<file path="config.mk">
export PLATFORM = sky130hd
export DESIGN_NAME = spi_trig_ctrl_flat
export DESIGN_NICKNAME = d
export VERILOG_FILES = /design/src/rtl/spi_trig_ctrl_if.sv /design/src/rtl/spi_trig_ctrl.sv /design/src/flat_wrapper.sv
export SDC_FILE = /design/constraint.sdc
export NUM_CORES = 1
export LEC_CHECK = 0
export CORE_ASPECT_RATIO = 1.25
export CORE_UTILIZATION = 43
export CTS_BUF_LIST = sky130_fd_sc_hd__clkbuf_8
export CTS_CLUSTER_SIZE = 28
export DETAILED_ROUTE_END_ITERATION = 7
export MAX_ROUTING_LAYER = met4
export PLACE_DENSITY_LB_ADDON = 0.3
export SETUP_SLACK_MARGIN = 0.2
export SLEW_MARGIN = 20
export SYNTH_ARGS = -nofsm -noshare
export SYNTH_HDL_FRONTEND = slang
export SYNTH_SLANG_ARGS = --single-unit
</file>
<file path="constraint.sdc">
create_clock -name clk -period 3.2 [get_ports clk]
set_clock_uncertainty 0.05 [all_clocks]
set_input_delay 0.48 -clock clk [delete_from_list [all_inputs] [get_ports clk]]
set_output_delay 0.48 -clock clk [all_outputs]
set_load 0.05 [all_outputs]
</file>
<file path="src/rtl/spi_trig_ctrl_if.sv">
// spi_trig_ctrl_if: groups the config bus, the arm/disarm controls, the SPI receiver
// handshake and the trigger status outputs of spi_trig_ctrl.
//   master : the driver side (config host, arm/disarm source, SPI receiver events)
//   slave  : the trigger controller itself
//   cfg_wr/cfg_addr/cfg_data : config register write port
//   arm/disarm               : state control pulses
//   frm_done/SPItrig         : per-frame events from the SPI receiver
//   edg/len8/mask/match      : receiver configuration driven from the config registers
//   armed/triggered/trig     : state decodes and trigger pulse
//   hit_cnt                  : matching frames since the last arm
interface spi_trig_ctrl_if;
    logic        cfg_wr;
    logic [1:0]  cfg_addr;
    logic [15:0] cfg_data;
    logic        arm;
    logic        disarm;
    logic        frm_done;
    logic        SPItrig;
    logic        edg;
    logic        len8;
    logic [15:0] mask;
    logic [15:0] match;
    logic        armed;
    logic        triggered;
    logic        trig;
    logic [7:0]  hit_cnt;

    modport master (
        output cfg_wr, cfg_addr, cfg_data, arm, disarm, frm_done, SPItrig,
        input  edg, len8, mask, match, armed, triggered, trig, hit_cnt
    );

    modport slave (
        input  cfg_wr, cfg_addr, cfg_data, arm, disarm, frm_done, SPItrig,
        output edg, len8, mask, match, armed, triggered, trig, hit_cnt
    );
endinterface

</file>
<file path="src/rtl/spi_trig_ctrl.sv">
// spi_trig_ctrl: config registers and trigger state machine for an SPI frame matcher.
// Counts matching frames while armed and enters TRIG once the count reaches the
// programmed threshold, emitting a one-cycle trig pulse.
//   clk : system clock, all state on rising edge
//   rst : synchronous active-high reset
//   bus : spi_trig_ctrl_if slave modport (config bus, controls, receiver events, status)
module spi_trig_ctrl (
    input  logic           clk,
    input  logic           rst,
    spi_trig_ctrl_if.slave bus
);

    typedef enum logic [1:0] {StIdle, StArmed, StTrig} state_e;

    state_e      state_q, state_d;
    logic [15:0] match_q, mask_q, ctrl_q;
    logic [7:0]  hit_cnt_q, hit_cnt_d;
    logic        trig_q, trig_d;

    logic        consec;
    logic [7:0]  thresh, eff_thresh;
    logic [8:0]  inc_sum;
    logic        reach;
    logic        hit, miss;
    logic        cfg_we;
    logic        unused_ctrl;

    assign consec      = ctrl_q[2];
    assign thresh      = ctrl_q[15:8];
    assign unused_ctrl = ^ctrl_q[7:3];
    // A zero threshold behaves as one so the first hit triggers.
    assign eff_thresh  = (thresh == 8'd0) ? 8'd1 : thresh;
    assign inc_sum     = {1'b0, hit_cnt_q} + 9'd1;
    assign reach       = (inc_sum >= {1'b0, eff_thresh});

    assign hit  = bus.SPItrig;
    assign miss = bus.frm_done & ~bus.SPItrig;

    // Config is frozen while armed so the receiver compare cannot change mid-search.
    assign cfg_we = bus.cfg_wr && (state_q != StArmed) && (bus.cfg_addr != 2'd3);

    always_comb begin
        state_d   = state_q;
        hit_cnt_d = hit_cnt_q;
        trig_d    = 1'b0;
        case (state_q)
            StIdle: begin
                if (!bus.disarm && bus.arm) begin
                    state_d   = StArmed;
                    hit_cnt_d = 8'd0;
                end
            end
            StArmed: begin
                if (bus.disarm) begin
                    state_d = StIdle;
                end else if (hit) begin
                    hit_cnt_d = (hit_cnt_q == 8'hFF) ? 8'hFF : inc_sum[7:0];
                    if (reach) begin
                        state_d = StTrig;
                        trig_d  = 1'b1;
                    end
                end else if (miss && consec) begin
                    hit_cnt_d = 8'd0;
                end
            end
            StTrig: begin
                if (bus.disarm) begin
                    state_d = StIdle;
                end else if (bus.arm) begin
                    state_d   = StArmed;
                    hit_cnt_d = 8'd0;
                end
            end
            default: begin
                state_d = StIdle;
            end
        endcase
    end

    always_ff @(posedge clk) begin
        if (rst) begin
            state_q   <= StIdle;
            match_q   <= 16'd0;
            mask_q    <= 16'd0;
            ctrl_q    <= 16'd0;
            hit_cnt_q <= 8'd0;
            trig_q    <= 1'b0;
        end else begin
            state_q   <= state_d;
            hit_cnt_q <= hit_cnt_d;
            trig_q    <= trig_d;
            if (cfg_we) begin
                case (bus.cfg_addr)
                    2'd0:    match_q <= bus.cfg_data;
                    2'd1:    mask_q  <= bus.cfg_data;
                    2'd2:    ctrl_q  <= bus.cfg_data;
                    default: ;
                endcase
            end
        end
    end

    assign bus.edg       = ctrl_q[0];
    assign bus.len8      = ctrl_q[1];
    assign bus.mask      = mask_q;
    assign bus.match     = match_q;
    assign bus.armed     = (state_q == StArmed);
    assign bus.triggered = (state_q == StTrig);
    assign bus.trig      = trig_q;
    assign bus.hit_cnt   = hit_cnt_q;

endmodule

</file>
<file path="src/flat_wrapper.sv">
// flat-port wrapper written by rule: the top's interface ports become plain ports
module spi_trig_ctrl_flat 
  (clk, rst, bus_cfg_wr, bus_cfg_addr, bus_cfg_data, bus_arm, bus_disarm, bus_frm_done, bus_SPItrig, bus_edg, bus_len8, bus_mask, bus_match, bus_armed, bus_triggered, bus_trig, bus_hit_cnt);
  spi_trig_ctrl_if bus_i ();
  input  logic clk;
  input  logic rst;
  input wire logic [$bits(bus_i.cfg_wr)-1:0] bus_cfg_wr;
  input wire logic [$bits(bus_i.cfg_addr)-1:0] bus_cfg_addr;
  input wire logic [$bits(bus_i.cfg_data)-1:0] bus_cfg_data;
  input wire logic [$bits(bus_i.arm)-1:0] bus_arm;
  input wire logic [$bits(bus_i.disarm)-1:0] bus_disarm;
  input wire logic [$bits(bus_i.frm_done)-1:0] bus_frm_done;
  input wire logic [$bits(bus_i.SPItrig)-1:0] bus_SPItrig;
  output wire logic [$bits(bus_i.edg)-1:0] bus_edg;
  output wire logic [$bits(bus_i.len8)-1:0] bus_len8;
  output wire logic [$bits(bus_i.mask)-1:0] bus_mask;
  output wire logic [$bits(bus_i.match)-1:0] bus_match;
  output wire logic [$bits(bus_i.armed)-1:0] bus_armed;
  output wire logic [$bits(bus_i.triggered)-1:0] bus_triggered;
  output wire logic [$bits(bus_i.trig)-1:0] bus_trig;
  output wire logic [$bits(bus_i.hit_cnt)-1:0] bus_hit_cnt;
  assign bus_i.cfg_wr = bus_cfg_wr;
  assign bus_i.cfg_addr = bus_cfg_addr;
  assign bus_i.cfg_data = bus_cfg_data;
  assign bus_i.arm = bus_arm;
  assign bus_i.disarm = bus_disarm;
  assign bus_i.frm_done = bus_frm_done;
  assign bus_i.SPItrig = bus_SPItrig;
  assign bus_edg = bus_i.edg;
  assign bus_len8 = bus_i.len8;
  assign bus_mask = bus_i.mask;
  assign bus_match = bus_i.match;
  assign bus_armed = bus_i.armed;
  assign bus_triggered = bus_i.triggered;
  assign bus_trig = bus_i.trig;
  assign bus_hit_cnt = bus_i.hit_cnt;
  spi_trig_ctrl u_core (.clk(clk), .rst(rst), .bus(bus_i));
endmodule
</file>
==> flow_summary.toml, run 1 <==
[placement]
numPlacedInstances = 372
routabilityCongestion = 0.815
io_buffers = 69
detailedPlacementHpwl_um = 3710

[clock_network]
cts-buffers-inserted = 5
post_cts.repair.setup_buffers = 0
clk_path_buf_depth = 2
cts.htree.levels = 2
tritoncts_clock_tree = "built"
ctsHoldBuffers = 0
clkSinkCount = 54
postCtsResizedCells = 0
worst_skew_late_latency_ns = 0.30
root_buffer = "clkbuf_8"
cts.reportedPaths.clkPinSlew_ns = 0.09

[worst_setup_path]
critical_path.n_buffers_inverters = 0
worst_path_fanout_max = 6
cp_cell_sequence = "ha_1 -> and3_1 -> and3_4 -> xor2_1 -> ha_1 -> and3_1 -> nor2b_1 -> nor4_4 -> a41o_1"
crit_arrival_ns = 2.70
worst_path_max_delay_cell = "dfxtp_1"
end_kind = "flop"
worst_path_largest_cell_delay_ns = 0.43
worst-endpoint-required_ns = 3.40
worst-setup-path-type = "flop to flop"
start_kind = "flop"
cpLargestDelayFamily = "simple AND/OR/NAND/NOR gates"

[synth]
ys_seq_area_share_pct = 44.1
yosysWarnings = 0
netlist_instances = 250
number_of_synthesized_flops_with_an_enable_pin = 0
dominantRegCellSynth = "dfxtp_1"
synth.cell_area_um2 = 2450
synth_area_leaders = "dfxtp_1 (44%), mux2i_1 (18%), nor2_1 (7.5%)"
synthDominantCellAreaShare_pct = 44.1
ys_top_cells_by_count = "dfxtp_1 (54), nor2_1 (49), mux2i_1 (43)"
synth_fp_nets = 284
yosysTopAreaCell = "dfxtp_1"
syn_area_per_cell_um2 = 9.81
number_of_distinct_library_cell_variants_in_the_gate_level_netlist_after_synthesis = 40
postSynthRegisterBits = 54
most_instantiated_library_cell_after_synthesis = "dfxtp_1"
synth_async_sr_flop_share_pct = 0

[final_layout]
nets = 349
drive_above_1_share_pct = 5.38
post-route-util_pct = 59.5
n_antenna_cell = 0
layout_area_growth_over_synthesis_pct = 32.8
fin_cells = 380

[global_route]
grt_max_degree = 32
grt.total_usage_pct = 17.7
grt_antenna_before_repair = 0
gr-total-overflow = 0
vias_in_the_first_global_route = 1816
first_pass_grt_wire_length_um = 8300

[sta]
fin_crit_ns = 2.50
setup_tns_ns = 0
finalSetupViolations = 0
timing.final.max_slew_violations = 0
clock.fmax_mhz = 400
worst_pin_slew_ns = 0.765
final-hold-violation-count = 0
setup_repair_after_global_routing_missed_its_margin = "no"
slew_headroom_pct = 48.8
timing.final.crit_share_pct = 78.2
hold_ws_ns = 0.439

[drt]
drtAntennaViolNets = 0
detail_route.drc_violations = 0
detailedRoute.firstIterationViolations = 66
totalWireLength_um = 5160
route.vias.total = 1959
drtPass1Iterations = 4
detail_route.vias_per_cell = 5.16
wl_per_cell_um = 13.6

[job]
drv_cap = 0

[floorplan]
placeableCoreArea_um2 = 5480
std_cell_rows = 30
die_area_um2 = 6010
die_height_um = 86.5
floorplan.initialDensity_pct = 44.8
design.portCount = 70
floorplan.die.width_um = 69.6

[power]
power_density_nw_per_um2 = 419
clkPwrFrac_pct = 33.0
power.ir.vdd_worst_uv = 247
power_report.internal_total_mw = 1.01
cellLeakagePower_nw = 1.42
switching_share_pct = 26.0
p_comb_share_pct = 15.7
sequentialPowerShare_pct = 51.4
net-switching-power_uw = 355

[worst_hold_path]
hold_path.class = "flop to flop"

[outcome]
status = "finished, final reports clean"
==> per-stage QoR <==
stage	power, mW	instance area (um2)	setup slack [ns]
after floorplan	0.852	2450	0.499
after global placement	0.931	3150	0.808
after detailed placement	0.932	3150	0.749
after CTS	1.39	3260	0.713
after global routing	1.42	3260	0.493
final	1.37	3260	0.697
==> flip-flops by register name, summed over array words and instances, names as in the netlist <==
signal              flops
u_core.bus.mask        16
u_core.bus.hit_cnt      8
u_core.state_q          2
u_core.bus.trig         1
u_core.bus.match       16
u_core.ctrl_q          11
==> final timing paths <==
path,startpoint,to,slack (ns),cells after the start
worst max-delay path,u_core.bus.hit_cnt[0]$_SDFFE_PP0P_,u_core.state_q[0]$_SDFFE_PP0P_,0.70,9
worst min-delay path,u_core.bus.hit_cnt[1]$_SDFFE_PP0P_,u_core.bus.hit_cnt[1]$_SDFFE_PP0P_,0.44,2
worst max register to register,u_core.bus.hit_cnt[0]$_SDFFE_PP0P_,u_core.state_q[0]$_SDFFE_PP0P_,0.70,9
worst min register to register,u_core.bus.hit_cnt[1]$_SDFFE_PP0P_,u_core.bus.hit_cnt[1]$_SDFFE_PP0P_,0.44,2
==> power by group through the flow <==
stage	logic, mW	registers [mW]	clock network (mW)
2_1_floorplan	0.0843	0.768	0
3_3_place_gp	0.213	0.717	0
3_5_place_dp	0.214	0.718	0
4_1_cts	0.215	0.703	0.468
5_1_grt	0.227	0.705	0.487
6_report	0.214	0.703	0.451
==> cell usage in the layout (no fill, tap or decap), drive strengths merged, types with 2 or more instances in the layout <==
cell type,instances
a41o,2
inv,12
a221o,2
nor2,49
nand4b,2
buf,4
xor2,4
mux2i,43
ha,9
nor2b,8
clkbuf,5
nor3b,2
nor4,2
and3,6
xnor2,2
clkdlybuf4s50,68
dfxtp,54
nand2,3
nand3,3
o21ai,9
a21oi,11
==> metal layers <==
metal  GRT usage, %  vias to the layer above  part of all wire, %
li1               -                      991                    -
met1           21.3                      919                   45
met2           28.9                       47                   48
met3           4.42                        2                  5.7
met4           6.12                        0                 0.64
met5              -                        -                    0
==> final cells by class <==
class | instances | area [um2]
well taps | 64 | 80.1
multi-input cells | 171 | 1240
repair buffers | 72 | 708
fillers | 475 | 2220
clock buffers | 5 | 68.8
inverters | 11 | 43.8
clock inverters | 3 | 41.3
flip-flops and latches | 54 | 1080
==> logic make-up (layout without fill, tap and decap cells) <==
| logic type | count (synthesis) | after routing | share of synthesized area [%] |
|---|---|---|---|
| buf+inv | 25 | 91 | 5.56 |
| simple gates | 82 | 82 | 17.8 |
| xor+xnor | 6 | 6 | 2.14 |
| fa+ha+maj | 9 | 9 | 4.59 |
| flops | 54 | 54 | 44.1 |
| compound gates | 31 | 31 | 8.26 |
| mux | 43 | 43 | 17.5 |
==> worst min-delay path: cells and delay by family, from the launching register on <==
family / cells / cell delay, ns
flops: 1 / 0.34
simple gates: 1 / 0.06
compound gates: 1 / 0.05
(Power assumes the default switching activity.)
==> inputs of run 2 (changes only) <==
- clock period: 3.2 -> 2.41 ns (I/O delays scaled with it)
==> run 2 against run 1 <==
Against the previous run: register-to-register slack got worse by 0.48 ns; worst hold slack better by 0.017 ns; clock power increased by 14%; highest routed layer unchanged; global-route usage up 1.6 points; total power grew 27%; setup slack got worse by 0.48 ns; largest cell class unchanged; clock-buffer cell count unchanged; first-iteration DRC count is 17% higher.
==> flow_summary.toml, run 2 (synthesis results as in run 1) <==
[worst_setup_path]
worst_path_fanout_max = 3
end_kind = "flop"
worst-endpoint-required_ns = 2.62
cpLargestDelayFamily = "simple AND/OR/NAND/NOR gates"
worst_path_max_delay_cell = "dfxtp_4"
worst-setup-path-type = "flop to flop"
cp_cell_sequence = "ha_4 -> and3_4 -> and3_4 -> xor2_1 -> ha_1 -> and3_4 -> nor2b_4 -> nor4_4 -> a41o_1"
critical_path.n_buffers_inverters = 0
crit_arrival_ns = 2.40
start_kind = "flop"
crit_path_frequent_cell = "and3_4"
worst_path_largest_cell_delay_ns = 0.37

[sta]
timing.final.crit_share_pct = 90.8
clock.fmax_mhz = 457
fin_crit_ns = 2.19
setup_repair_after_global_routing_missed_its_margin = "yes"
setup_tns_ns = 0
finalSetupViolations = 0
timing.final.max_slew_violations = 0
slew_headroom_pct = 64.2
final-hold-violation-count = 0
final_critical_path_setup_slack_ns = 0.221
worst_pin_slew_ns = 0.536

[worst_hold_path]
hold_path.class = "flop to flop"

[job]
drv_cap = 0

[drt]
drtAntennaViolNets = 0
detail_route.drc_violations = 0
totalWireLength_um = 5370
detail_route.vias_per_cell = 5.20
route.vias.total = 2011
detailedRoute.firstIterationViolations = 77
wl_per_cell_um = 13.9
drtPass1Iterations = 4

[clock_network]
cts-buffers-inserted = 5
ctsHoldBuffers = 0
clk_path_buf_depth = 2
clkSinkCount = 54
worst_skew_late_latency_ns = 0.31
cts.reportedPaths.clkPinSlew_ns = 0.10
cts.htree.levels = 2
root_buffer = "clkbuf_8"
tritoncts_clock_tree = "built"

[placement]
numPlacedInstances = 373
detailedPlacementHpwl_um = 3850
io_buffers = 69
routabilityCongestion = 0.786
post-place-ws_ns = 0.149
placement.cell_area_um2 = 3190

[power]
fin_total_pwr_mw = 1.73
power.ir.vdd_worst_uv = 510
power_density_nw_per_um2 = 517
cellLeakagePower_nw = 1.47

[outcome]
status = "finished, final reports clean"

[final_layout]
drive_above_1_share_pct = 12.1
mostFrequentLayoutCells = "clkdlybuf4s50_1 (68), nor2_1 (49), dfxtp_1 (47)"
n_fill_cell = 476
n_antenna_cell = 0
layout_commonest_cell = "clkdlybuf4s50_1"
nets = 356
fin_cells = 387
finish.instance_area_um2 = 3350
layout_area_growth_over_synthesis_pct = 36.7

[floorplan]
design.portCount = 70
std_cell_rows = 30
floorplan.initialDensity_pct = 44.8
floorplan.die.width_um = 69.6
die_area_um2 = 6010
die_height_um = 86.5
placeableCoreArea_um2 = 5480

[global_route]
grt_max_degree = 31
first_pass_grt_wire_length_um = 8940
gr-total-overflow = 0
grt.total_usage_pct = 19.3
vias_in_the_first_global_route = 2045
grt_antenna_before_repair = 0
-- run 2: cell types whose count changed in the layout (fill, tap and decap cells not counted), sizes merged --
cell,change
bufinv,-1
buf,+7
inv,+1
-- run 2: tightest hold or removal path: cells and delay by family, from the launching register on --
family        cells  cell delay, ns
mux               1            0.06
simple gates      1            0.08
flops             1            0.33
-- run 2: routing by layer --
layer / routed length (um) / track usage, %
met1: 2330 / 21.2
met2: 2560 / 31.5
met3: 349 / 5.93
met4: 131 / 10.0
met5: 0 / -
-- run 2: cell type report --
class	instances	area (um2)	area share, %
tap	64	80.1	2.39
inverter	11	43.8	1.31
clock buffer	5	68.8	2.05
multi-input combinational	171	1290	38.3
timing repair buffer	79	761	22.7
clock inverter	3	20.0	0.597
sequential	54	1090	32.6
-- run 2: report_power, final --
part | total, mW | switching (mW) | leakage, nW | internal [mW]
Combinational | 0.291 | 0.166 | 0.987 | 0.125
Sequential | 0.930 | 0.0146 | 0.442 | 0.916
Clock | 0.512 | 0.307 | 0.0460 | 0.205
Total | 1.73 | 0.488 | 1.47 | 1.25
-- run 2: through the flow --
step / utilization [%] / hold WS (ns)
CTS: 60.8 / 0.451
global placement: 58.2 / 0.423
detailed placement: 58.2 / 0.435
floorplan: - / 0.413
global route: 61.2 / 0.488
finish: 61.2 / 0.456
-- run 2: worst paths after layout --
path / startpoint / to / slack [ns] / cells past startpoint
max: u_core.bus.hit_cnt[0]$_SDFFE_PP0P_ / u_core.state_q[0]$_SDFFE_PP0P_ / 0.22 / 9
min: u_core.bus.mask[7]$_SDFFE_PP0P_ / u_core.bus.mask[7]$_SDFFE_PP0P_ / 0.46 / 2
max reg2reg: u_core.bus.hit_cnt[0]$_SDFFE_PP0P_ / u_core.state_q[0]$_SDFFE_PP0P_ / 0.22 / 9
min reg2reg: u_core.bus.mask[7]$_SDFFE_PP0P_ / u_core.bus.mask[7]$_SDFFE_PP0P_ / 0.46 / 2
-- run 2: repair_timing --
item                       CTS  global route
setup endpoints to repair    3             3
buffers inserted             5             1
resized for setup            4             3
pin swaps                    5             6
gates cloned                 0             0
